--- src/rtl/calc1_req_driver.sv ---
`default_nettype none
// ============================================================================
//  Module   : calc1_req_driver
//  Purpose  : Requester for one calc1 port. Buffers producer commands in a
//             small FIFO, drives each one onto the calc1 request bus
//             (command + operand 1, then operand 2), waits for the port's
//             response and hands response code/data back to the producer.
//  Revision : 1.0 - initial release
// ----------------------------------------------------------------------------
//  Parameters
//    DEPTH    command FIFO entries (power of 2, >= 2)
//    TIMEOUT  WAIT samples before a response is abandoned (>= 2)
//  Optional feature macro
//    CALC1_DRV_TIMEOUT_EN  defined  : wait counter + timeout pulse present
//                          undefined: WAIT exits only on a response,
//                                     timeout tied low, TIMEOUT unused
//  Ports
//    c_clk         in   1   sole clock, rising edge
//    reset         in   1   synchronous, active-low
//    cmd_valid     in   1   producer offers a command
//    cmd_ready     out  1   FIFO not full and reset released
//    cmd_op        in   4   calc1 command code (0 = NOP)
//    cmd_op1       in   32  operand 1
//    cmd_op2       in   32  operand 2
//    req_cmd_out   out  4   to port req_cmd_in
//    req_data_out  out  32  to port req_data_in
//    out_resp      in   2   port response code (0 = none)
//    out_data      in   32  port result
//    rsp_valid     out  1   one-cycle pulse: response captured
//    rsp_code      out  2   last captured response code
//    rsp_data      out  32  last captured response data
//    timeout       out  1   one-cycle pulse: response abandoned
//    busy          out  1   a command is in flight
//    proto_err     out  1   sticky: response seen while not waiting
// ============================================================================
module calc1_req_driver #(
    parameter int DEPTH   = 4,
    parameter int TIMEOUT = 15
) (
    input  logic        c_clk,
    input  logic        reset,
    input  logic        cmd_valid,
    output logic        cmd_ready,
    input  logic [3:0]  cmd_op,
    input  logic [31:0] cmd_op1,
    input  logic [31:0] cmd_op2,
    output logic [3:0]  req_cmd_out,
    output logic [31:0] req_data_out,
    input  logic [1:0]  out_resp,
    input  logic [31:0] out_data,
    output logic        rsp_valid,
    output logic [1:0]  rsp_code,
    output logic [31:0] rsp_data,
    output logic        timeout,
    output logic        busy,
    output logic        proto_err
);

    localparam int            c_aw   = $clog2(DEPTH);
    localparam logic [c_aw:0] c_full = (c_aw + 1)'(DEPTH);

    localparam logic [1:0] c_st_idle  = 2'd0;
    localparam logic [1:0] c_st_send2 = 2'd1;
    localparam logic [1:0] c_st_wait  = 2'd2;

    if (DEPTH < 2 || (DEPTH & (DEPTH - 1)) != 0 || TIMEOUT < 2) begin : g_param_check
        $error("calc1_req_driver: DEPTH must be a power of 2 >= 2 and TIMEOUT >= 2");
    end

    // FIFO storage is not reset; the pointers/count alone define its contents
    logic [3:0]      r_fifo_op  [DEPTH];
    logic [31:0]     r_fifo_op1 [DEPTH];
    logic [31:0]     r_fifo_op2 [DEPTH];
    logic [c_aw-1:0] r_rd_ptr;
    logic [c_aw-1:0] r_wr_ptr;
    logic [c_aw:0]   r_count;

    logic [1:0]  r_state;
    logic [31:0] r_op2;      // operand 2 latched at pop: its slot may be refilled before SEND2
    logic [3:0]  r_req_cmd;
    logic [31:0] r_req_data;
    logic        r_rsp_valid;
    logic [1:0]  r_rsp_code;
    logic [31:0] r_rsp_data;
    logic        r_proto_err;

    logic       w_push;
    logic       w_pop;
    logic       w_issue;
    logic [3:0] w_head_op;
    logic       w_timeout_hit;

    assign cmd_ready = reset && (r_count != c_full);
    assign w_push    = cmd_valid && cmd_ready;
    assign w_head_op = r_fifo_op[r_rd_ptr];
    // NOP heads are popped and dropped in IDLE without touching the bus
    assign w_pop     = (r_state == c_st_idle) && (r_count != '0);
    assign w_issue   = w_pop && (w_head_op != 4'd0);

    always_ff @(posedge c_clk) begin
        if (w_push) begin
            r_fifo_op[r_wr_ptr]  <= cmd_op;
            r_fifo_op1[r_wr_ptr] <= cmd_op1;
            r_fifo_op2[r_wr_ptr] <= cmd_op2;
        end
    end

    always_ff @(posedge c_clk) begin
        if (!reset) begin
            r_rd_ptr <= '0;
            r_wr_ptr <= '0;
            r_count  <= '0;
        end else begin
            if (w_push) r_wr_ptr <= r_wr_ptr + 1'b1;
            if (w_pop)  r_rd_ptr <= r_rd_ptr + 1'b1;
            case ({w_push, w_pop})
                2'b10:   r_count <= r_count + 1'b1;
                2'b01:   r_count <= r_count - 1'b1;
                default: r_count <= r_count;
            endcase
        end
    end

`ifdef CALC1_DRV_TIMEOUT_EN
    localparam int             c_cw   = $clog2(TIMEOUT);
    localparam logic [c_cw-1:0] c_last = c_cw'(TIMEOUT - 1);

    logic [c_cw-1:0] r_wait_cnt;
    logic            r_timeout;

    // Counter holds the number of silent WAIT samples already seen
    assign w_timeout_hit = (r_state == c_st_wait) && (out_resp == 2'd0) && (r_wait_cnt == c_last);
    assign timeout       = r_timeout;

    always_ff @(posedge c_clk) begin
        if (!reset) begin
            r_wait_cnt <= '0;
            r_timeout  <= 1'b0;
        end else begin
            r_timeout <= w_timeout_hit;
            if (r_state == c_st_send2) begin
                r_wait_cnt <= '0;
            end else if (r_state == c_st_wait && out_resp == 2'd0 && !w_timeout_hit) begin
                r_wait_cnt <= r_wait_cnt + 1'b1;
            end
        end
    end
`else
    assign w_timeout_hit = 1'b0;
    assign timeout       = 1'b0;
`endif

    always_ff @(posedge c_clk) begin
        if (!reset) begin
            r_state     <= c_st_idle;
            r_op2       <= '0;
            r_req_cmd   <= '0;
            r_req_data  <= '0;
            r_rsp_valid <= 1'b0;
            r_rsp_code  <= '0;
            r_rsp_data  <= '0;
            r_proto_err <= 1'b0;
        end else begin
            r_rsp_valid <= 1'b0;
            case (r_state)
                c_st_idle: begin
                    if (out_resp != 2'd0) r_proto_err <= 1'b1;
                    r_req_cmd  <= '0;
                    r_req_data <= '0;
                    if (w_issue) begin
                        r_req_cmd  <= w_head_op;
                        r_req_data <= r_fifo_op1[r_rd_ptr];
                        r_op2      <= r_fifo_op2[r_rd_ptr];
                        r_state    <= c_st_send2;
                    end
                end
                c_st_send2: begin
                    if (out_resp != 2'd0) r_proto_err <= 1'b1;
                    r_req_cmd  <= '0;
                    r_req_data <= r_op2;
                    r_state    <= c_st_wait;
                end
                c_st_wait: begin
                    r_req_cmd  <= '0;
                    r_req_data <= '0;
                    if (out_resp != 2'd0) begin
                        r_rsp_valid <= 1'b1;
                        r_rsp_code  <= out_resp;
                        r_rsp_data  <= out_data;
                        r_state     <= c_st_idle;
                    end else if (w_timeout_hit) begin
                        r_state <= c_st_idle;
                    end
                end
                default: r_state <= c_st_idle;
            endcase
        end
    end

    assign req_cmd_out  = r_req_cmd;
    assign req_data_out = r_req_data;
    assign rsp_valid    = r_rsp_valid;
    assign rsp_code     = r_rsp_code;
    assign rsp_data     = r_rsp_data;
    assign proto_err    = r_proto_err;
    assign busy         = (r_state != c_st_idle);

endmodule
`default_nettype wire

--- config.mk ---
export PLATFORM = sky130hd
export DESIGN_NAME = calc1_req_driver
export DESIGN_NICKNAME = d
export VERILOG_FILES = /design/src/rtl/calc1_req_driver.sv
export SDC_FILE = /design/constraint.sdc
export NUM_CORES = 1
export LEC_CHECK = 0
export CORE_MARGIN = 3
export CORE_UTILIZATION = 52
export CTS_CLUSTER_SIZE = 24
export DETAILED_ROUTE_END_ITERATION = 8
export MAX_ROUTING_LAYER = met4
export PLACE_DENSITY = 0.83
export SLEW_MARGIN = 15
export SYNTH_ARGS = -nofsm -noshare
export SYNTH_HDL_FRONTEND = slang
export SYNTH_SLANG_ARGS = --single-unit
--- constraint.sdc ---
create_clock -name c_clk -period 4.1 [get_ports c_clk]
set_input_delay 0.82 -clock c_clk [delete_from_list [all_inputs] [get_ports c_clk]]
set_output_delay 0.82 -clock c_clk [all_outputs]
set_load 0.03 [all_outputs]
* After elaboration in Yosys (flattened, before gate mapping)
Memory sizes are Yosys's and may differ from the RTL's. A register that Yosys moved wholly into a read port is not among the register bits. Cells that the tools add are included.
Word-level totals: flip-flop bits (word level) 81, bits in latches 0, memory bits (writable) 272, memory bits (read-only) 0, input bits 105, output and inout bits 75, logic and storage cells 59, memories kept 3
Memories:
- r_fifo_op1 | depth 4, width 32, read ports 1, clocked after Yosys merged registers in 1, write ports 1, RTL line 72 | logic [31:0] r_fifo_op1 [DEPTH];
- r_fifo_op2 | depth 4, width 32, read ports 1, clocked after Yosys merged registers in 1, write ports 1, RTL line 73 | logic [31:0] r_fifo_op2 [DEPTH];
- r_fifo_op | depth 4, width 4, read ports 1, clocked after Yosys merged registers in 1, write ports 1, RTL line 71 | logic [3:0] r_fifo_op [DEPTH];
Cells by class: add/sub/neg operators 4, $mul 0, div/mod/pow operators 0, $lt $le $gt $ge 0, eq/ne operators 7, shift-type cells 0, multiplexer cells 15, bitwise operators 0, reductions and logical operators 20
Operators with widths (number):
- $pmux 32 s3 | 1
- $mux 32 | 1
- $mux 2 | 6
- $reduce_and 2->1 | 5
- $pmux 4 s2 | 1
- $reduce_bool 2->1 | 4
- $pmux 2 s3 | 1
- $pmux 3 s2 | 1
- $reduce_bool 3->1 | 2
- $add 2x1->2 const B | 2
- $eq 2x1->1 const B | 2
- $eq 2x2->1 const B | 2
- $logic_and 1x1->1 | 4
- $mux 4 | 1
- $ne 2x2->1 const B | 2
- $reduce_bool 4->1 | 1
- $reduce_or 2->1 | 2
- $add 3x1->3 const B | 1
- $mux 1 | 3
- $ne 3x3->1 const B | 1
- $sub 3x1->3 const B | 1
- $logic_not 2->1 | 1
- $logic_not 1->1 | 1

* Logic depth before layout (Yosys ltp)
Gate-level depths: netlist of run 1.
depth in word-level cells 5, mapped depth 9, depth with buffers taken out 9

* Least setup slack after synthesis of run 1
OpenSTA, ideal clock, no wires.
path type input to register, start input port reset, end memory r_fifo_op1[0][0], enable pin, library setup time 0.433 ns, arrival 2.991 ns, data required time 3.667 ns, path slack 0.675 ns, stages 3, buffers on the path 1, cells stage by stage clkbuf_1 > o311a_1 > and2_1
On the way: cells in the longest elaborated chain, start to end 4
Ends and longest elaborated chain:
- from (decl) | RTL line 41 | input logic reset,
- $logic_and 1x1->1 | RTL line 93 | assign cmd_ready = reset && (r_count != c_full);
- $logic_and 1x1->1 | RTL line 94 | assign w_push = cmd_valid && cmd_ready;
- $mux 1 | RTL line 101 | if (w_push) begin
- $mux 1 (implied by the code) | RTL line 103 | r_fifo_op1[r_wr_ptr] <= cmd_op1;
- to (decl) | RTL line 72
Every way passes these cells.

==> results of run 1 <==
[synthesized netlist by cell type (3+ instances only)]
| master | number |
|---|---|
| edfxtp_1 | 272 |
| nand2_1 | 132 |
| dfxtp_1 | 115 |
| mux4_2 | 68 |
| clkbuf_1 | 45 |
| inv_1 | 42 |
| a21boi_0 | 41 |
| a21oi_1 | 34 |
| nand2b_1 | 33 |
| and3_1 | 32 |
| o31ai_1 | 32 |
| a21boi_1 | 20 |
| and2_1 | 14 |
| a21boi_2 | 10 |
| nand2_2 | 10 |
| ha_1 | 9 |
| buf_2 | 8 |
| buf_1 | 4 |
| buf_6 | 4 |
| or3b_2 | 4 |
| nor2_1 | 3 |
| o21ai_0 | 3 |
| xnor2_1 | 3 |
[sequential cells by signal, indices dropped and copies added, names as in the netlist, named ones only]
signal	count
proto_err	1
r_op2	32
rsp_valid	1
r_wr_ptr	2
rsp_code	2
r_state	2
r_fifo_op	16
r_fifo_op1	128
r_fifo_op2	128
req_data_out	32
req_cmd_out	4
r_rd_ptr	2
rsp_data	32
r_count	3
[power breakdown]
group | switching, mW | leakage, nW | internal (mW)
sequential | 0.368 | 3.41 | 4.65
clock | 1.39 | 0.587 | 1.90
combinational | 1.41 | 2.09 | 1.15
total | 3.17 | 6.08 | 7.70
[routing by layer]
metal | part of all wire, % | routed length [µm] | up-vias
li1 | - | - | 3893
met1 | 39 | 12600 | 4243
met2 | 51 | 16500 | 358
met3 | 7.2 | 2330 | 80
met4 | 3.1 | 990 | 0
met5 | 0 | 0 | -
[tightest hold or removal path, stage by stage, from the launching register on]
cell and delay (ns):
dfxtp_1 0.31, nand2_1 0.05, a21boi_1 0.05
[area by class of cell]
class | count | area (µm²)
tap | 378 | 473
sequential | 387 | 10500
clock inverter | 16 | 124
timing repair buffer | 199 | 1960
fill | 1928 | 9710
inverter | 42 | 158
antenna | 3 | 7.51
clock buffer | 54 | 1070
multi-input combinational | 464 | 3950
[final timing paths]
path / end / slack [ns] / from
hold reg to reg: r_op2[2]$_SDFFE_PN0P_ / 0.46 / r_op2[2]$_SDFFE_PN0P_
setup / recovery: r_op2[29]$_SDFFE_PN0P_ / 1.23 / register
hold / removal: r_op2[2]$_SDFFE_PN0P_ / 0.46 / r_op2[2]$_SDFFE_PN0P_
setup reg to reg: r_op2[29]$_SDFFE_PN0P_ / 1.23 / register
[kinds of logic (layout without fill, tap and decap cells)]
| family | after synthesis | in the layout | synth area share [%] |
|---|---|---|---|
| compound gates | 148 | 148 | 7.29 |
| xor+xnor | 5 | 5 | 0.295 |
| fa+ha+maj | 10 | 10 | 0.894 |
| buf+inv | 104 | 311 | 2.93 |
| flops | 387 | 387 | 70.6 |
| mux | 69 | 69 | 10.4 |
| other cells | 1 | 4 | 0.0253 |
| simple gates | 231 | 231 | 7.58 |
[stage by stage]
stage	instances	utilization, %	hold WS (ns)
6_report	1543	65.2	0.455
5_1_grt	1543	65.2	0.467
4_1_cts	1540	65.2	0.454
3_5_place_dp	1470	60.9	0.445
3_3_place_gp	1470	60.9	0.446
2_1_floorplan	955	-	0.435
==> impl_metrics.py, run 1 <==
metrics = {
    "final_layout": {
        "final_cell_mix": "edfxtp_1 (272), clkdlybuf4s50_1 (177), nand2_1 (132)",
        "final_nets": 1247,
        "areaGrowthSynthToFinish_pct": 22.9,
        "drive_above_1_share_pct": 15.4,
        "final_common_cell": "edfxtp_1",
        "stdcell_area_um2": 18200,
    },
    "yosys": {
        "syn_area_um2": 14800,
        "synth_top_area_share_pct": 55.1,
        "synth_ff_type": "edfxtp_1",
        "avgSynthCellArea_um2": 15.5,
        "synth_fp_nets": 1070,
        "yosys.area.top_type": "edfxtp_1",
        "seq_area_frac_synth_pct": 70.6,
        "ys_types": 38,
        "yosys-top-cells-area": "edfxtp_1 (55%), dfxtp_1 (16%), mux4_2 (10%), nand2_1 (3.3%), a21boi_0 (2.1%)",
        "ys_warn_count": 0,
        "ys_seq_elements": 387,
        "synth_cells": 955,
        "synthArstFlopShare_pct": 0,
        "synth_edf_count": 272,
    },
    "clock_tree": {
        "ctsHoldBuffers": 0,
        "root_buffer": "clkbuf_16",
        "postCtsSetupBuffers": 0,
        "cts_tree": "built",
        "ctsResizeCount": 0,
        "h-tree-depth": 2,
        "clkSinkCount": 387,
        "worstSkewPairLatency_ns": 0.53,
        "clk_pin_slew_ns": 0.06,
        "cts_buffers": 38,
        "clk_path_buf_depth": 3,
    },
    "timing": {
        "slew_viol_final": 0,
        "setup_viol": 0,
        "fin_skew_ns": 0.0173,
        "hold_viol": 0,
        "fin_tns_setup_ns": 0,
        "finalCritPeriodShare_pct": 70.1,
        "rsz0062_at_grt": "false",
        "tightest_slew_ns": 1.03,
        "setup_slack_ns": 1.23,
        "finalCriticalPeriod_ns": 2.87,
        "max_slew_margin_pct": 31.2,
        "fmax_ghz": 0.348,
    },
    "detailed_routing": {
        "num_vias": 8574,
        "drc": 0,
        "drt_iter0_markers": 601,
        "wire_per_inst_um": 21.0,
        "ant_nets": 0,
        "dr.pass1.iters": 4,
        "vias_per_cell": 5.56,
        "totalWireLength_um": 32400,
    },
    "setup_path": {
        "slowest_delay_ns": 0.77,
        "cp-end-kind": "register",
        "crit_chain": "mux4_2 > o41ai_4 > buf_4 > nand2_1 > a21boi_1",
        "critPathKind": "reg2reg",
        "cpLargestDelayFamily": "compound AO/OA/AOI/OAI gates",
        "reg2regPathDepth": 5,
        "crit_buf_inv": 1,
        "arrival_ns": 3.32,
        "slowest_stage": "dfxtp_2",
        "required_ns": 4.55,
        "start_kind": "register",
        "worstPathMaxFanout": 27,
        "path_depth": 5,
    },
    "global_route": {
        "antenna_found_initial": 3,
        "top_usage_layer": "met2",
        "grt_pass1_wl_um": 49300,
        "grtUsageMet2_pct": 36.3,
        "met3_usage_pct": 4.37,
        "gr-usage-met1_pct": 26.1,
        "grt_pass1_vias": 8857,
        "overflow": 0,
        "track_usage_pct": 21.4,
        "grt_max_degree": 113,
    },
    "flow_run": {
        "cap_viol_max_count": 0,
    },
    "pwr": {
        "power_mw": 10.9,
        "p_per_area_nw_per_um2": 596,
        "ir_drop_mv": 0.399,
        "leakage_nw": 6.08,
    },
    "place": {
        "dpl.hpwl_um": 20500,
        "place_congestion": 0.791,
        "placed_area_um2": 17000,
        "port_buffers": 178,
        "dp_worst_setup_slack_ns": 1.12,
    },
    "worst_hold_path": {
        "hp-class": "reg2reg",
        "min_path_cells": 2,
    },
    "floorplanning": {
        "boundaryPins": 180,
        "die_y_um": 175,
        "start_util_pct": 53.1,
        "die_w_um": 175,
        "die-area_um2": 30600,
        "num_rows": 61,
        "core_um2": 27900,
    },
    "outcome": {
        "outcome": "finished clean",
    },
}
(Power assumes the default switching activity.)
==> run 2: changes to the inputs <==
Settings changed: CORE_UTILIZATION 52 to 50, PLACE_DENSITY 0.83 to 0.84.
Clock period 4.1 ns to 2.45 ns, I/O delays scaled along.
==> run 2 against run 1 <==
Net effect: die area is 3.9% higher; setup slack worse by 1.1 ns; via count grew 0.59%; total power rose by 68%; routed wire length grew 0.74%; highest routed layer unchanged.
==> impl_metrics.py, run 2 (synthesis gave the netlist of run 1 again) <==
metrics = {
    "final_layout": {
        "drive_above_1_share_pct": 15.9,
        "final_common_cell": "edfxtp_1",
        "instances_no_fill": 1560,
        "stdcell_area_um2": 18400,
        "areaGrowthSynthToFinish_pct": 24.3,
        "fin_util_pct": 63.7,
        "reg.largest.list": "r_fifo_op1 (128), r_fifo_op2 (128)",
        "final_cell_mix": "edfxtp_1 (272), clkdlybuf4s50_1 (175), nand2_1 (132)",
        "final_nets": 1257,
    },
    "global_route": {
        "grt_max_degree": 60,
        "overflow": 0,
        "track_usage_pct": 21.1,
        "grt_pass1_wl_um": 49900,
        "antenna_found_initial": 3,
        "grt_pass1_vias": 9007,
    },
    "detailed_routing": {
        "drt_iter0_markers": 683,
        "ant_nets": 0,
        "num_vias": 8625,
        "drc": 0,
        "dr.pass1.iters": 5,
        "totalWireLength_um": 32600,
        "wire_per_inst_um": 20.9,
        "vias_per_cell": 5.53,
    },
    "timing": {
        "fin_skew_ns": 0.0201,
        "fin_tns_setup_ns": 0,
        "finalCritPeriodShare_pct": 94.5,
        "max_slew_margin_pct": 59.8,
        "hold_viol": 0,
        "fmax_ghz": 0.432,
        "finalCriticalPeriod_ns": 2.31,
        "hold_ws_ns": 0.460,
        "tightest_slew_ns": 0.604,
        "setup_viol": 0,
        "slew_viol_final": 0,
        "rsz0062_at_grt": "false",
    },
    "clock_tree": {
        "ctsResizeCount": 1,
        "worstSkewPairLatency_ns": 0.53,
        "cts_buffers": 38,
        "cts_tree": "built",
        "ctsHoldBuffers": 0,
        "root_buffer": "clkbuf_16",
        "clk_path_buf_depth": 3,
        "clk_pin_slew_ns": 0.06,
        "h-tree-depth": 2,
        "postCtsSetupBuffers": 0,
        "clkSinkCount": 387,
    },
    "setup_path": {
        "worstPathMaxFanout": 30,
        "required_ns": 2.90,
        "slowest_stage": "mux4_2",
        "critPathKind": "reg2reg",
        "start_kind": "register",
        "cp-end-kind": "register",
        "slowest_delay_ns": 0.64,
        "crit_chain": "mux4_2 > o41ai_4 > buf_12 > nand2_1 > a21boi_1",
        "crit_buf_inv": 1,
        "cpLargestDelayFamily": "compound AO/OA/AOI/OAI gates",
        "arrival_ns": 2.76,
    },
    "pwr": {
        "p_per_area_nw_per_um2": 991,
        "ir_drop_mv": 0.805,
        "leakage_nw": 6.16,
    },
    "floorplanning": {
        "core_um2": 28900,
        "num_rows": 62,
        "start_util_pct": 51.3,
        "die_w_um": 178,
        "boundaryPins": 180,
        "die-area_um2": 31800,
        "die_y_um": 178,
    },
    "worst_hold_path": {
        "hp-class": "reg2reg",
    },
    "flow_run": {
        "cap_viol_max_count": 0,
    },
    "place": {
        "placed_area_um2": 17300,
        "port_buffers": 178,
        "place_congestion": 0.781,
        "dpl.hpwl_um": 20900,
        "dpl.cell_count": 1486,
    },
    "outcome": {
        "outcome": "finished clean",
    },
}
[run 2: changes by cell type in the layout (fill, tap and decap cells not counted), sizes merged]
cell and change:
bufinv -1, clkinv -6, buf +11, clkbuf +7, clkdlybuf4s50 -2, diode +1, dlygate4sd2 +1
[run 2: per-stage QoR]
stage	setup WS (ns)	total power [mW]
finish	0.136	18.3
global route	0.0346	19.0
CTS	0.137	18.4
detailed placement	0.00342	13.0
global placement	0.113	12.8
floorplan	0.0963	11.2
[run 2: path summary, 6_finish.rpt]
path,to,from,slack [ns],cells past startpoint
worst min-delay path,r_op2[6]$_SDFFE_PN0P_,r_op2[6]$_SDFFE_PN0P_,0.46,2
worst max register to register,r_op2[1]$_SDFFE_PN0P_,register,0.14,5
worst min register to register,r_op2[6]$_SDFFE_PN0P_,r_op2[6]$_SDFFE_PN0P_,0.46,2
worst max-delay path,r_op2[1]$_SDFFE_PN0P_,register,0.14,5
[run 2: tightest hold or removal path, stage by stage, from the launching register on]
cell and delay, ns:
dfxtp_1 0.31, nand2_1 0.05, a21boi_1 0.05
[run 2: layout make-up]
class / instances / area, µm²
fillers: 1971 / 10500
repair buffers: 209 / 2190
diodes: 4 / 10.0
clock buffers: 61 / 1100
well taps: 384 / 480
multi-input cells: 464 / 3950
flip-flops and latches: 387 / 10500
clock inverters: 9 / 63.8
inverters: 42 / 158
[run 2: per-layer routing]
layer  up-vias  global-route usage, %  share of wire (%)
met2       335                   36.6                 52
met1      4308                   25.2                 38
met5         -                      -                  0
li1       3914                      -                  -
met4         0                   5.88                2.5
met3        68                   4.47                8.0
[run 2: where the power goes]
part / switching (mW) / total (mW) / internal [mW]
Clock: 2.32 / 5.41 / 3.09
Combinational: 2.55 / 4.60 / 2.05
Sequential: 0.464 / 8.24 / 7.78
